--- src/rtl/noc_traffic_pe.sv ---
// noc_traffic_pe: per-node traffic generator and monitor for one router PE port.
// The transmit side forms packets from a token-paced, back-pressure-aware FSM
// and a selectable destination pattern. The receive side accumulates latency
// statistics and flags packets that arrive at the wrong node.
//
// Ports:
//   clk, rst                clock, asynchronous active-high reset
//   start, enable           both high permit generation (level)
//   mode[1:0]               0 random, 1 transpose, 2 bit-complement, 3 hotspot
//   r_valid_pe/r_data_pe    registered packet toward the router
//   r_ready_pe              router accepts
//   w_valid_pe/w_data_pe    packet from the router (always accepted)
//   done                    every packet has been handed to the router (sticky)
//   sent_count, recv_count  handshake and receive counters
//   latency_sum/max         receive latency statistics (now - timestamp)
//   misroute                sticky: a received packet was not addressed here
module noc_traffic_pe #(
  parameter int          X           = 3,
  parameter int          Y           = 5,
  parameter int          x_size      = $clog2(X),
  parameter int          y_size      = $clog2(Y),
  parameter int          data_width  = 256,
  parameter int          MY_X        = 0,
  parameter int          MY_Y        = 0,
  parameter int          NUM_PACKETS = 1000,
  parameter int          RATE        = 1,
  parameter int          HOT_X       = 0,
  parameter int          HOT_Y       = 0,
  parameter logic [15:0] SEED        = 16'hACE1
) (
  input  logic                                 clk,
  input  logic                                 rst,
  input  logic                                 start,
  input  logic                                 enable,
  input  logic [1:0]                           mode,
  output logic                                 r_valid_pe,
  output logic [x_size+y_size+data_width-1:0]  r_data_pe,
  input  logic                                 r_ready_pe,
  input  logic                                 w_valid_pe,
  input  logic [x_size+y_size+data_width-1:0]  w_data_pe,
  output logic                                 done,
  output logic [31:0]                          sent_count,
  output logic [31:0]                          recv_count,
  output logic [47:0]                          latency_sum,
  output logic [31:0]                          latency_max,
  output logic                                 misroute
);

  localparam int          HW        = x_size + y_size;
  localparam int          PW        = HW + data_width;
  localparam int          CW        = (RATE > 1) ? $clog2(RATE) : 1;
  localparam logic [15:0] SEED_MIX  = SEED ^ 16'(MY_Y * X + MY_X);
  // An all-zero Galois LFSR would lock up, so a zero seed becomes 1.
  localparam logic [15:0] LFSR_INIT = (SEED_MIX == 16'd0) ? 16'd1 : SEED_MIX;

  typedef enum logic [1:0] {S_IDLE, S_RUN, S_DRAIN, S_DONE} state_t;

  state_t          r_state, w_state_d;
  logic [31:0]     r_now;
  logic [15:0]     r_lfsr;
  logic [CW-1:0]   r_cnt;
  logic            r_token;
  logic [16:0]     r_seq;

  logic            w_hs, w_go, w_wrap, w_form;
  int              w_tx, w_ty;
  logic [PW-1:0]   w_pkt;
  logic [31:0]     w_lat;
  logic            w_rx_here;
  logic            w_unused;

  assign w_hs   = r_valid_pe & r_ready_pe;
  assign w_go   = start & enable;
  assign w_wrap = (r_cnt == CW'(RATE - 1));

  // Formation needs the token and a free output slot; a slot handing off this
  // cycle counts as free so RATE=1 streams back-to-back.
  always_comb begin
    w_state_d = r_state;
    w_form    = 1'b0;
    case (r_state)
      S_IDLE:  if (w_go) w_state_d = S_RUN;
      S_RUN: begin
        if (!w_go) w_state_d = S_IDLE;
        else if (r_token && (!r_valid_pe || w_hs)) begin
          w_form = 1'b1;
          if (r_seq == 17'(NUM_PACKETS - 1)) w_state_d = S_DRAIN;
        end
      end
      // Only the last packet can still be in the register here.
      S_DRAIN: if (w_hs) w_state_d = S_DONE;
      default: w_state_d = r_state;
    endcase
  end

  // Destination choice; never address ourselves.
  always_comb begin
    w_tx = 0;
    w_ty = 0;
    case (mode)
      2'd0:    begin w_tx = int'(r_lfsr[7:0]) % X; w_ty = int'(r_lfsr[15:8]) % Y; end
      2'd1:    begin w_tx = MY_Y % X;              w_ty = MY_X % Y;               end
      2'd2:    begin w_tx = X - 1 - MY_X;          w_ty = Y - 1 - MY_Y;           end
      default: begin w_tx = HOT_X;                 w_ty = HOT_Y;                  end
    endcase
    if (w_tx == MY_X && w_ty == MY_Y) w_tx = (MY_X + 1) % X;
  end

  always_comb begin
    w_pkt                              = '0;
    w_pkt[x_size-1:0]                  = x_size'(w_tx);
    w_pkt[HW-1:x_size]                 = y_size'(w_ty);
    w_pkt[HW +: 32]                    = r_now;
    w_pkt[HW+32 +: 16]                 = r_seq[15:0];
    w_pkt[HW+48 +: x_size]             = x_size'(MY_X);
    w_pkt[HW+48+x_size +: y_size]      = y_size'(MY_Y);
  end

  assign w_lat     = r_now - w_data_pe[HW +: 32];
  assign w_rx_here = (w_data_pe[x_size-1:0] == x_size'(MY_X)) &&
                     (w_data_pe[HW-1:x_size] == y_size'(MY_Y));
  assign w_unused  = ^w_data_pe[PW-1:HW+32];

  always_ff @(posedge clk or posedge rst) begin
    if (rst) begin
      r_state     <= S_IDLE;
      r_now       <= '0;
      r_lfsr      <= LFSR_INIT;
      r_cnt       <= '0;
      r_token     <= 1'b0;
      r_seq       <= '0;
      r_valid_pe  <= 1'b0;
      r_data_pe   <= '0;
      done        <= 1'b0;
      sent_count  <= '0;
      recv_count  <= '0;
      latency_sum <= '0;
      latency_max <= '0;
      misroute    <= 1'b0;
    end else begin
      r_state <= w_state_d;
      r_now   <= r_now + 32'd1;
      r_lfsr  <= r_lfsr[0] ? ({1'b0, r_lfsr[15:1]} ^ 16'hB400) : {1'b0, r_lfsr[15:1]};
      r_cnt   <= w_wrap ? '0 : r_cnt + 1'b1;
      // A fresh interval wins over consumption, so the token never banks
      // more than one opportunity yet RATE=1 stays saturated.
      if (w_wrap)      r_token <= 1'b1;
      else if (w_form) r_token <= 1'b0;

      if (w_form) begin
        r_valid_pe <= 1'b1;
        r_data_pe  <= w_pkt;
        r_seq      <= r_seq + 17'd1;
      end else if (w_hs) begin
        r_valid_pe <= 1'b0;
      end

      if (w_hs) sent_count <= sent_count + 32'd1;
      done <= (w_state_d == S_DONE);

      if (w_valid_pe) begin
        recv_count  <= recv_count + 32'd1;
        latency_sum <= latency_sum + {16'd0, w_lat};
        if (w_lat > latency_max) latency_max <= w_lat;
        if (!w_rx_here) misroute <= 1'b1;
      end
    end
  end

endmodule

--- config.mk ---
export PLATFORM = sky130hd
export DESIGN_NAME = noc_traffic_pe
export DESIGN_NICKNAME = d
export VERILOG_FILES = /design/src/rtl/noc_traffic_pe.sv
export SDC_FILE = /design/constraint.sdc
export NUM_CORES = 1
export LEC_CHECK = 0
export BUFFER_PORTS_ARGS = -buffer_cell sky130_fd_sc_hd__buf_2
export CAP_MARGIN = 10
export CORE_AREA = 10 10 255 257
export CTS_CLUSTER_SIZE = 16
export DETAILED_ROUTE_END_ITERATION = 6
export DIE_AREA = 0 0 265 267
export PLACE_DENSITY = 0.56
export SLEW_MARGIN = 20
export SYNTH_ARGS = -nofsm -noshare
export SYNTH_HDL_FRONTEND = slang
export SYNTH_SLANG_ARGS = --single-unit
--- constraint.sdc ---
create_clock -name clk -period 8.2 [get_ports clk]
set_input_delay 0.82 -clock clk [delete_from_list [all_inputs] [get_ports clk]]
set_output_delay 0.82 -clock clk [all_outputs]
set_load 0.02 [all_outputs]
==> results.toml, run 1 <==
[outcome]
run_status = "completed"

[clocking]
clock_latency_ns = 0.54
cts_max_level = 2
cts.path.max_buffers = 3
postCtsSetupRepairBufs = 0
post_cts_resized = 0
cts_root_buffer = "clkbuf_16"
clock-sinks = 268
cts_inserted_buffers = 34
hold_buffers = 0
tritoncts = "yes"
cts.clk_slew.worst_paths_ns = 0.06

[final_layout]
drive_above_1_share = 0.1809
post-route-cell-area_um2 = 20490
fillers = 6222
antennaDiodeCount = 0
final_nets = 2575
area_delta_synth_final_pct = 13.76

[logic_synthesis]
ys_ff_latch = 268
synth_common_cells = "260 x dfrtp_1, 247 x nand2_1, 210 x buf_4"
synthesis.area_um2 = 18020
ys_seq_area_frac = 0.3728
synthCells = 1963
ys_warn_count = 0
synth_edf_count = 0
synth_top_area_cell = "dfrtp_1"
netlist.area_leader.share = 0.3611
avgSynthCellArea_um2 = 9.178
synth.distinct_cells = 90
async_flop_share = 1.000
synthTopCellsByArea = "dfrtp_1 36%, buf_4 8.8%, ha_1 7.4%, xnor2_1 6.5%, nand2_1 5.1%"
ys.flop_type = "dfrtp_1"
yosysMostFrequentCell = "dfrtp_1"

[placed_design]
place_area_um2 = 19280
routabilityCongestion = 0.8300
portBuffers = 244
dp_hpwl_mm = 38.06

[sta]
finalCritPeriodShare = 0.8789
tns_ns = 0
finalHoldViolations = 0
drv_slew = 0
layout_min_cycle_time_ns = 7.207
hold_slack_ns = 0.3802
clock.fmax_mhz = 138.7
rsz0062_at_grt = "false"
finalSetupViolations = 0
maxSlewHeadroom = 0.3127
clock_skew_ns = 0.01738
worst_pin_slew_ns = 1.031

[global_route]
grt.overflow.total = 0
grtUsageTotal = 0.1351
gr-usage-met2 = 0.2160
antenna_found_initial = 4
grt_pass1_vias = 14210
grt_use_met1 = 0.1739
grt_start_max_net_pins = 163
grt_util_met3 = 0.04003
gr-max-usage-layer = "met2"
grt_first_pass_wirelength_mm = 78.85

[floorplanning]
start_util = 0.3007
die_w_um = 265
fp-row-count = 90
die_area_um2 = 70760
core_um2 = 59910
die_y_um = 267
io_pins = 677

[job]
drv_cap = 0

[routing]
viasPerCell = 4.707
vias = 14140
wirelength_mm = 49.16
first_pass_iters = 6
drcViolationCount = 0
ant_nets = 0
routedWlPerCell_um = 16.36
drt-initial-drc-count = 833

[setup_path]
cp_slowest_cell = "o41ai_1"
critPathMaxFanout = 9
critPathRequiredTime_ns = 8.62
startpoint_type = "register"
end_kind = "register"
crit_type = "reg -> reg"
slowest_delay_ns = 0.58
cp.arrival_ns = 7.63

[power]
power_leakage_nw = 10.41
peakVddDrop_v = 0.0001620
total_power_mw = 5.271
p_per_area_nw_per_um2 = 257.2

[min_path]
hp-class = "in -> async"
==> power by group <==
| part | switching [mW] | leakage (nW) | internal, mW |
|---|---|---|---|
| logic | 1.14 | 6.33 | 0.770 |
| clock network | 0.628 | 0.591 | 0.996 |
| registers | 0.195 | 3.49 | 1.55 |
| total | 1.96 | 10.4 | 3.31 |
==> cell families after synthesis <==
logic type      count (synthesis)  share of synthesized area
flops                         268                     0.3728
buf+inv                       361                     0.1205
mux                            60                    0.03716
simple gates                  657                     0.1803
xor+xnor                      187                    0.09091
fa+ha+maj                     110                    0.07709
compound gates                318                     0.1208
other cells                     2                  0.0004169
==> worst max-delay path: cells and delay by family, from the launching register on <==
kind	cells	cell delay, ns
buf+inv	2	0.16
xor+xnor	2	0.44
flops	1	0.41
fa+ha+maj	3	0.96
compound gates	17	4.59
simple gates	5	0.52
==> sequential cells by signal, summed over array words and instances, names as in the netlist <==
name,cells
latency_max,32
recv_count,32
r_state,2
r_lfsr,16
latency_sum,48
misroute,1
r_token,1
done,1
sent_count,32
r_now,32
r_seq,17
r_valid_pe,1
r_data_pe,53
==> cells in the final DEF, fill, tap and decap left out, types with 7 or more instances in the layout <==
master	count
inv_1	98
xor2_1	53
clkbuf_8	7
a21oi_1	69
o21ai_0	59
nand2b_1	35
nor2_1	94
or2_2	10
or3_1	9
o31ai_1	12
ha_1	107
nor3_1	35
o21a_1	17
xnor2_1	134
nand3_1	67
a21o_1	30
o21bai_1	9
nand3b_1	10
a211oi_1	12
mux2_2	55
o211ai_1	14
a31oi_1	16
dfstp_2	8
nor2b_1	23
clkbuf_16	34
buf_2	244
dfrtp_1	260
and2_1	13
nand4_1	41
and3_1	35
nand2_1	247
conb_1	209
==> area by class of cell <==
cell class / instances / area, um2 / area share
clock buffers: 46 / 965.9 / 0.04713
clock inverters: 15 / 249.0 / 0.01215
inverters: 101 / 386.6 / 0.01886
multi-input cells: 1541 / 9912 / 0.4836
flip-flops and latches: 268 / 6716 / 0.3277
well taps: 782 / 978.4 / 0.04774
repair buffers: 251 / 1286 / 0.06276
==> layer usage <==
metal,share of wire,vias to the layer above
met5,0.00035,-
met4,0.024,4
met3,0.072,67
met2,0.46,336
met1,0.44,6880
li1,-,6852
==> worst paths after layout <==
kind | from | end | slack, ns | cells after the start
min in group clk | r_lfsr[0] | r_lfsr[15] | 0.45 | 0
worst min register to register | r_lfsr[0] | r_lfsr[15] | 0.45 | 0
max in group asynchronous | rst | r_data_pe[25] | 6.32 | 3
worst min-delay path | rst | recv_count[21] | 0.38 | 2
worst max-delay path | r_now[0] | latency_sum[46] | 0.99 | 29
worst max register to register | r_now[0] | latency_sum[46] | 0.99 | 29
==> through the flow <==
step,utilization,std cells,worst slack [ns]
after global placement,0.3218,2943,0.8480
after detailed placement,0.3218,2943,0.7670
after global routing,0.3421,3004,0.3041
final,0.3421,3004,0.9927
after CTS,0.3421,3004,1.054
after floorplan,-,2170,0.01128
Note: power is estimated with default switching activity, not from simulation.
==> run 2, diff against run 1 <==
CORE_AREA = 2 2 262 264   (was 10 10 255 257)
DIE_AREA = 0 0 264 266   (was 0 0 265 267)
PLACE_DENSITY = 0.51   (was 0.56)
REMOVE_ABC_BUFFERS = 1   (was default)
==> run 2 against run 1 <==
Hold slack better by 0.0020 ns. Core utilization fell by 4.0 points. Combinational power decreased by 2%. Largest power group unchanged. Fmax increased by 2.3%. Sequential power about the same. Sequential share of layout area about the same. Global-route usage down 0.55 points. Routed wire length fell by 4.2%. Worst setup slack gained 0.16 ns. Power shrank 3.4%. Critical path depth fell by 5. Cell area barely moved.
==> results.toml, run 2 (synthesis results as in run 1) <==
[placed_design]
portBuffers = 244
place_inst = 3045
routabilityCongestion = 0.8434
dp_hpwl_mm = 36.06

[sta]
finalSetupViolations = 0
clock.fmax_mhz = 142.0
maxSlewHeadroom = 0.3772
finalCritPeriodShare = 0.8590
finalHoldViolations = 0
worst_pin_slew_ns = 0.9342
rsz0062_at_grt = "false"
layout_min_cycle_time_ns = 7.044
drv_slew = 0
clock_skew_ns = 0.01248
tns_ns = 0

[clocking]
cts_inserted_buffers = 35
clock-sinks = 268
hold_buffers = 0
postCtsSetupRepairBufs = 0
cts_max_level = 2
tritoncts = "yes"
cts.path.max_buffers = 3
cts_root_buffer = "clkbuf_16"
cts.clk_slew.worst_paths_ns = 0.06
clock_latency_ns = 0.53
post_cts_resized = 0

[power]
power_leakage_nw = 10.35
power_frac_seq = 0.343
p_switching_mw = 1.898
p_per_area_nw_per_um2 = 248.6
combPwrFrac = 0.365
peakVddDrop_v = 0.0001505
internal-power_mw = 3.194
p_clk_frac = 0.292
sw_frac_of_total = 0.3727

[final_layout]
largest_register_ffs = 53
drive_above_1_share = 0.1781
reg.largest.list = "r_data_pe: 53 flops, latency_sum: 48 flops"
final_cell_mix = "260 x dfrtp_1, 247 x nand2_1, 244 x buf_2, 209 x conb_1, 134 x xnor2_1"
regMostFlops = "r_data_pe"
final_nets = 2578
area_delta_synth_final_pct = 13.68
final_common_cell = "dfrtp_1"
fin_cells = 3105
antennaDiodeCount = 0

[floorplanning]
die_w_um = 264
start_util = 0.2659
fp-row-count = 96
core_um2 = 67750
io_pins = 677
die_y_um = 266
die_area_um2 = 70220

[setup_path]
critPathMaxFanout = 37
crit_path_cell_trace = "ha_1 > nor2b_1 > o21ai_0 > a21oi_1 > o311ai_0 > a31oi_1 > o41ai_1 > o21ai_0 > o211ai_1 > a31oi_1 > a21oi_1 > nor2b_1 > o21a_1 > nor2_1 > mux2i_1 > nand3b_1 > ha_1 > nand4_1 > or2_2 > nor3_1 > nand3_1 > nand3_1 > buf_4 > mux2_2"
cp_slowest_cell = "o41ai_1"
end_kind = "register"
startpoint_type = "register"
critPathRequiredTime_ns = 8.62
crit_type = "reg -> reg"
cp.arrival_ns = 7.46
slowest_delay_ns = 0.60

[global_route]
grt_start_max_net_pins = 87
grtUsageTotal = 0.1296
grt.overflow.total = 0
grt_pass1_vias = 13360
grt_first_pass_wirelength_mm = 74.15
antenna_found_initial = 5

[routing]
first_pass_iters = 5
vias = 14010
routedWlPerCell_um = 15.16
wirelength_mm = 47.09
ant_nets = 0
viasPerCell = 4.513
drcViolationCount = 0
drt-initial-drc-count = 713

[outcome]
run_status = "completed"

[job]
drv_cap = 0

[min_path]
hp-class = "in -> async"
[run 2: path summary, 6_finish.rpt]
check                      startpoint              to  slack, ns  cells past startpoint
hold reg to reg             r_lfsr[6]       r_lfsr[5]       0.45                      0
setup / recovery             r_now[1]  latency_max[6]       1.16                     24
hold / removal                    rst  recv_count[17]       0.38                      2
setup reg to reg             r_now[1]  latency_max[6]       1.16                     24
min in group clk            r_lfsr[6]       r_lfsr[5]       0.45                      0
max in group asynchronous         rst  latency_sum[6]       6.44                      3
[run 2: metal layers]
layer / wire [um] / share of wire / track usage / vias to the layer above
met5: 35 / 0.00074 / 0 / -
met4: 834 / 0.018 / 0.03056 / 6
met3: 2878 / 0.061 / 0.03309 / 61
li1: - / - / - / 6861
met1: 22140 / 0.47 / 0.1770 / 6725
met2: 21200 / 0.45 / 0.2046 / 361
[run 2: power groups by stage]
stage,logic (mW),clock network [mW],registers (mW)
finish,1.86,1.49,1.75
global route,2.07,1.60,1.78
detailed placement,1.87,0,1.78
CTS,1.88,1.55,1.75
global placement,1.84,0,1.77
floorplan,1.12,0,1.99
[run 2: layout make-up]
| type | instances | area (um2) |
|---|---|---|
| inverters | 101 | 386.6 |
| clock inverters | 10 | 111.4 |
| flip-flops and latches | 268 | 6716 |
| multi-input cells | 1541 | 9912 |
| repair buffers | 253 | 1289 |
| well taps | 882 | 1104 |
| fillers | 7164 | 47260 |
| clock buffers | 50 | 962.2 |
[run 2: worst max-delay path, delay by kind of cell (launching register included)]
kind / cells / cell delay [ns]
AOI/OAI and AO/OA: 10 / 3.11
and+or+nand+nor: 9 / 1.63
muxes: 2 / 0.64
adders and majority gates: 2 / 0.63
DFF: 1 / 0.47
buffers and inverters: 1 / 0.39
[run 2: per-stage QoR]
stage	power (mW)	utilization	hold WS, ns	setup slack [ns]	cell area, um2
finish	5.092	0.3023	0.3822	1.156	20480
global route	5.449	0.3023	0.4147	0.4186	20480
detailed placement	3.643	0.2865	0.4424	0.7216	19410
global placement	3.611	0.2865	0.4378	0.8483	19410
floorplan	3.102	-	0.4137	0.01128	17000
CTS	5.182	0.3023	0.3781	1.170	20480
